`config.mk`:
```
export PLATFORM = sky130hd
export DESIGN_NAME = ringmod_fx_controller
export DESIGN_NICKNAME = d
export VERILOG_FILES = /design/src/rtl/ringmod_fx_controller.sv
export SDC_FILE = /design/constraint.sdc
export NUM_CORES = 1
export LEC_CHECK = 0
export ABC_CLOCK_PERIOD_IN_PS = 2100
export CAP_MARGIN = 40
export CELL_PAD_IN_SITES_DETAIL_PLACEMENT = 1
export CELL_PAD_IN_SITES_GLOBAL_PLACEMENT = 1
export CORE_AREA = 8 8 81 83
export CTS_CLUSTER_SIZE = 30
export DETAILED_ROUTE_END_ITERATION = 10
export DIE_AREA = 0 0 89 91
export PLACE_DENSITY = 0.84
export SLEW_MARGIN = 20
export SYNTH_ARGS = -nofsm -noshare
export SYNTH_HDL_FRONTEND = slang
export SYNTH_SLANG_ARGS = --single-unit
export TNS_END_PERCENT = 20
```
`constraint.sdc`:
```
create_clock -name clk -period 2.1 [get_ports clk]
set_clock_uncertainty 0.05 [all_clocks]
set_input_delay 0.525 -clock clk [delete_from_list [all_inputs] [get_ports clk]]
set_output_delay 0.525 -clock clk [all_outputs]
set_load 0.01 [all_outputs]
```
`src/rtl/ringmod_fx_controller.sv`:
```
// rtl/ringmod_fx_controller.sv - ring-modulator mode sequencer (optional feature: RINGMOD_CTRL_ZC_EN)
// Debounced button steps BYPASS/DALEK/ROBOT/BELL, applying changes at a PCM zero crossing.
module ringmod_fx_controller #(
    parameter int          DEBOUNCE_CYCLES = 48000,
    parameter logic [31:0] LIMIT_DALEK     = 32'd80000,
    parameter logic [31:0] LIMIT_ROBOT     = 32'd16000,
    parameter logic [31:0] LIMIT_BELL      = 32'd4800,
    parameter int          ZC_TIMEOUT      = 480
) (
    input  logic        clk,
    input  logic        rst,
    input  logic        btn_next,
    input  logic        sample_valid,
    input  logic [15:0] pcm_in,
    output logic        fx_enable,
    output logic [31:0] toggle_limit,
    output logic [1:0]  mode,
    output logic        busy
);
    localparam int DBW = $clog2(DEBOUNCE_CYCLES + 1);

    typedef enum logic [1:0] {IDLE, ARMED, APPLY} state_t;

    logic [1:0]     sync_q;
    logic           db_level;
    logic [DBW-1:0] db_cnt;
    logic           press;
    state_t         state_q, state_d;
    logic [1:0]     target_q, target_d;
    logic           prev_sign_q;

    always_ff @(posedge clk) begin
        if (rst) begin
            sync_q   <= 2'b00;
            db_level <= 1'b0;
            db_cnt   <= '0;
        end else begin
            sync_q <= {sync_q[0], btn_next};
            if (sync_q[1] != db_level) begin
                if (db_cnt == DBW'(DEBOUNCE_CYCLES - 1)) begin
                    db_level <= sync_q[1];
                    db_cnt   <= '0;
                end else begin
                    db_cnt <= db_cnt + DBW'(1);
                end
            end else begin
                db_cnt <= '0;
            end
        end
    end

    // Press fires in the same cycle the debounced level commits high.
    assign press = sync_q[1] & ~db_level & (db_cnt == DBW'(DEBOUNCE_CYCLES - 1));

`ifdef RINGMOD_CTRL_ZC_EN
    localparam int ZW = $clog2(ZC_TIMEOUT + 1);
    logic [ZW-1:0] zc_cnt_q, zc_cnt_d;
    logic          zc_hit;
    assign zc_hit = (pcm_in == 16'd0) || (pcm_in[15] != prev_sign_q);
`else
    localparam int unused_zc_timeout = ZC_TIMEOUT;
    logic unused_pcm;
    assign unused_pcm = ^pcm_in[14:0];
`endif

    always_comb begin
        state_d  = state_q;
        target_d = target_q;
`ifdef RINGMOD_CTRL_ZC_EN
        zc_cnt_d = zc_cnt_q;
`endif
        case (state_q)
            IDLE: begin
                if (press) begin
                    target_d = mode + 2'd1;
`ifdef RINGMOD_CTRL_ZC_EN
                    zc_cnt_d = '0;
`endif
                    state_d  = ARMED;
                end
            end
            ARMED: begin
                if (press)
                    target_d = target_q + 2'd1;
                if (sample_valid) begin
`ifdef RINGMOD_CTRL_ZC_EN
                    if (zc_hit || zc_cnt_q == ZW'(ZC_TIMEOUT - 1))
                        state_d = APPLY;
                    else
                        zc_cnt_d = zc_cnt_q + ZW'(1);
`else
                    state_d = APPLY;
`endif
                end
            end
            APPLY: begin
                if (press) begin
                    target_d = target_q + 2'd1;
`ifdef RINGMOD_CTRL_ZC_EN
                    zc_cnt_d = '0;
`endif
                    state_d  = ARMED;
                end else begin
                    state_d = IDLE;
                end
            end
            default: state_d = IDLE;
        endcase
    end

    always_ff @(posedge clk) begin
        if (rst) begin
            state_q  <= IDLE;
            target_q <= 2'd0;
`ifdef RINGMOD_CTRL_ZC_EN
            zc_cnt_q <= '0;
`endif
        end else begin
            state_q  <= state_d;
            target_q <= target_d;
`ifdef RINGMOD_CTRL_ZC_EN
            zc_cnt_q <= zc_cnt_d;
`endif
        end
    end

    // BYPASS keeps the last carrier limit so re-enabling resumes cleanly.
    always_ff @(posedge clk) begin
        if (rst) begin
            mode         <= 2'd0;
            fx_enable    <= 1'b0;
            toggle_limit <= LIMIT_DALEK;
            prev_sign_q  <= 1'b0;
        end else begin
            if (sample_valid)
                prev_sign_q <= pcm_in[15];
            if (state_q == APPLY) begin
                mode      <= target_q;
                fx_enable <= (target_q != 2'd0);
                case (target_q)
                    2'd1:    toggle_limit <= LIMIT_DALEK;
                    2'd2:    toggle_limit <= LIMIT_ROBOT;
                    2'd3:    toggle_limit <= LIMIT_BELL;
                    default: toggle_limit <= toggle_limit;
                endcase
            end
        end
    end

    assign busy = (state_q != IDLE);
endmodule

```
Yosys cells after proc, flatten, opt, wreduce, memory -nomap -nowiden
Cells that the tools add are included.
W data, S select, Z words.
- output and inout port bits: 36
- input port bits: 20
- register bits: 58
- word-level logic and storage cells: 44
- reductions and logical operators: 11
- add/sub/neg operators: 3
- mux-type cells: 8
- eq/ne operators: 10
- bitwise gates (word level): 4
- operators with widths (kind ; count):
    $pmux W32 S3 ; 1
    $add A16 B1 Y16 const B ; 1
    $eq A16 B16 Y1 const B ; 1
    $mux W2 ; 4
    $eq A2 B2 Y1 const B ; 3
    $pmux W2 S3 ; 1
    $reduce_and A2 Y1 ; 3
    $reduce_bool A2 Y1 ; 3
    $add A2 B1 Y2 const B ; 2
    $eq A2 B1 Y1 const B ; 2
    $ne A2 B2 Y1 const B ; 2
    $pmux W2 S2 ; 1
    $reduce_and A3 Y1 ; 1
    $reduce_bool A3 Y1 ; 1
    $reduce_or A3 Y1 ; 1
    $and A1 B1 Y1 ; 2
    $logic_not A2 Y1 ; 1
    $ne A2 B1 Y1 const B ; 1
    $not A1 Y1 ; 2
    $reduce_or A2 Y1 ; 1
    $mux W1 ; 1
    $ne A1 B1 Y1 ; 1

Logic depth before layout (Yosys ltp)
- word-level depth: 5
- depth in mapped cells: 7
- gate-level depth less buffers: 6

Least setup slack after synthesis
No wires, ideal clock.
- kind: register to register
- from: reg db_cnt[0]
- to: reg db_cnt[14]
- library setup time: 115 ps
- period minus slack after synthesis: 1754 ps
- buffers on the path: 2
- arrival time: 1589 ps
- setup slack: 346 ps
- required time: 1935 ps
- stages on the path, launching flop included: 8
- cells stage by stage: dfxtp_1 ha_1 nand4_4 nor4_4 or3_1 buf_6 buf_12 nor2_1
- longest elaborated chain between the ends: 2
- elaborated cells between the ends (all ways): 3
- those cells by class: add/sub (1); eq/ne (1); reduce/logical (1)
- RTL lines (item ; line ; source):
    start, declared ; 26 ; logic [DBW-1:0] db_cnt;
    start signal, assigned ; 44 ; db_cnt <= db_cnt + DBW'(1);
    branches (longest 2 deep; another with $add A16 B1 Y16) ; n/a ;
Parallel ways; which one is timed is not known.
A chain may end at the register's enable or synchronous reset.

Worst setup path after layout
- from: reg state_q[1]
- to: out busy
- longest elaborated chain between the ends: 1
- RTL lines (item ; line ; source):
    start, declared ; 28 ; state_t state_q, state_d;
    start signal, assigned ; 119 ; state_q <= state_d;
    $reduce_bool A2 Y1 ; 150 ; assign busy = (state_q != IDLE);
    end, declared ; 18 ; output logic busy
Every way passes these cells.

==> metrics.yaml <==
rsz0062_at_grt: "false"
cts-root-buf: "clkbuf_8"
final_cell_mix: "dfxtp_1 (30), conb_1 (26), nor2_1 (16)"
clock_sinks: 31
drt-total-wl_mm: 3.378
critPathArrivalTime_ps: 1340
ys.flop_type: "dfxtp_1"
synthCells: 189
outcome: "completed"
end_kind: "output port"
synthXorXnorAreaFrac_pct: 6.761
ff_latch_area_um2: 621.8
numCtsBuffers: 5
viasPerCell: 4.471
die_h_um: 91
synth_edf_count: 0
critical_path_class: "register to output port"
leakagePower_nw: 0.7262
hpwlAfterDp_mm: 2.515
r2r_setup_slack_ps: 220
cts.path.max_buffers: 2
cp_slowest_cell: "dfxtp_2"
die_x_um: 89
cp_max_fo: 4
drive_above_1_share_pct: 10.58
drt_iter0_markers: 93
post-route-drc-count: 0
endpoint: "busy"
grt_pass1_wl_mm: 6.182
antenna_left: 0
ys_seq_area_share_pct: 36.85
synth_top_family_by_area: "simple AND/OR/NAND/NOR gates"
startpoint: "state_q[1]"
avgSynthCellArea_um2: 8.911
fmax_mhz: 522.2
min_period_ps: 1915
cp_cell_sequence: "inv_1, ha_1, inv_1, dlygate4sd2_1"
hold_path_class: "register to register"
nets: 234
htree_num_levels: 2
peakVddDrop_mv: 0.2832
fillerInstances: 675
whs_ps: 407.3
grt_pass1_vias: 1353
overflow: 0
grt_max_degree: 18
dieArea_um2: 8099
r2r-start: "db_cnt[0]"
drv_cap: 0
p_per_area_nw_per_um2: 650.5
cp.required_ps: 1520
synthesis.area_um2: 1684
synth_seq_cells: 31
antenna_found_initial: 0
grt_usage_pct: 9.347
synth_compound_area_share_pct: 9.510
insertedDiodeCount: 0
cpPeakStageDelay_ps: 340
multi_input_area_um2: 878.3
dr.pass1.iters: 4
wl_per_cell_um: 12.06
clk_latency_ps: 280
hold_viol: 0
start_util_pct: 31.55
cts_tree: "yes"
ys.warnings.count: 0
final_common_cell: "dfxtp_1"
row_count: 27
r2r_cells: 6
num_vias: 1252
timing.final.max_slew_violations: 0
core-area_um2: 5338
synthMuxAreaShare_pct: 0.5944
path_clk_slew_ps: 60
crit_path_frequent_cell: "inv_1"
io_buffers: 13
io_pins: 56
tns_ps: 0
async_flop_share_pct: 0
r2r-end: "state_q[1]"
area_growth_pct: 13.52
setup_viol: 0
synth_cell_types: 39
timing.final.crit_share_pct: 91.18
gp_congestion: 0.7368
synth_fa_ha_area_share_pct: 5.201
synthSimpleGateAreaFrac_pct: 24.29
start_kind: "register"
worst min path at each step:
stage	to	slack, ps	depth (start not counted)	start
detailed placement	sync_q[1]	390	1	sync_q[0]
global route	sync_q[1]	430	1	sync_q[0]
floorplan	sync_q[1]	360	1	sync_q[0]
global placement	sync_q[1]	370	1	sync_q[0]
finish	sync_q[1]	410	1	sync_q[0]
CTS	sync_q[1]	410	1	sync_q[0]
repair_timing:
| action | 4_1_cts | 5_1_grt |
|---|---|---|
| gates resized for setup | 2 | 0 |
| hold buffers | 0 | 0 |
| buffers inserted | 0 | 0 |
| endpoints found under the setup margin | 1 | 0 |
stage by stage:
| step | setup slack, ps | power, mW | cell area (µm²) | cells | util (%) |
|---|---|---|---|---|---|
| 3_3_place_gp | 210.4 | 0.6462 | 1794 | 272 | 33.61 |
| 6_report | 185.2 | 1.244 | 1912 | 280 | 35.82 |
| 2_1_floorplan | 346.1 | 0.6753 | 1774 | 213 | - |
| 4_1_cts | 163.2 | 1.260 | 1912 | 280 | 35.82 |
| 5_1_grt | 55.99 | 1.297 | 1912 | 280 | 35.82 |
| 3_5_place_dp | 196.2 | 0.6470 | 1794 | 272 | 33.61 |
sequential cells by signal, indices dropped and copies added, names as in the netlist:
register and count:
fx_enable 1, toggle_limit 5, target_q 2, db_level 1, db_cnt 16, mode 2
sync_q 2, state_q 2
cell type report:
cell class	count	share of cell area, %
Timing Repair Buffer	19	9.097
Inverter	8	1.571
Tap cell	72	4.712
Clock inverter	2	1.832
Sequential cell	31	32.53
Multi-Input combinational cell	142	45.94
Clock buffer	6	4.319
cells in the mapped netlist, types with 2 or more instances:
library cell	number	share of area [%]
a21o_1	2	0.89
nand2_1	11	2.5
nor2_1	16	3.6
and4_1	3	1.6
nor2b_1	3	1.1
nand3_1	8	2.4
a31oi_1	3	1.1
a21oi_1	11	3.3
or3_1	4	1.5
xor2_1	7	3.6
nand4_1	4	1.5
clkbuf_1	3	0.67
inv_1	8	1.8
o21ai_0	4	1.2
dfxtp_1	31	37
nand2b_1	8	3.0
buf_4	27	12
conb_1	2	0.45
xnor2_1	6	3.1
and2_1	2	0.74
ha_1	7	5.2
nor4_1	2	0.74
power by group:
group	switching (mW)	internal, mW
sequential	0.00115	0.590
combinational	0.0335	0.0106
clock	0.225	0.383
total	0.259	0.984
layer usage:
layer / GRT usage, % / share of wire (%)
met1: 10.96 / 44
met2: 15.28 / 50
met3: 2.613 / 4.1
met4: 4.161 / 2.1
met5: 0 / 0
critical path: cells and delay by family (launching register included):
kind / cells / cell delay (ps)
buf+inv: 3 / 480
flops: 1 / 340
fa+ha+maj: 1 / 240
cell families (layout without fill, tap and decap cells):
family          Yosys count  after routing
compound gates           26             26
xor+xnor                 13             13
fa+ha+maj                 7              7
buf+inv                  40             35
flops                    31             31
mux                       1              1
other cells               2             26
simple gates             69             69
(Power assumes the default switching activity.)
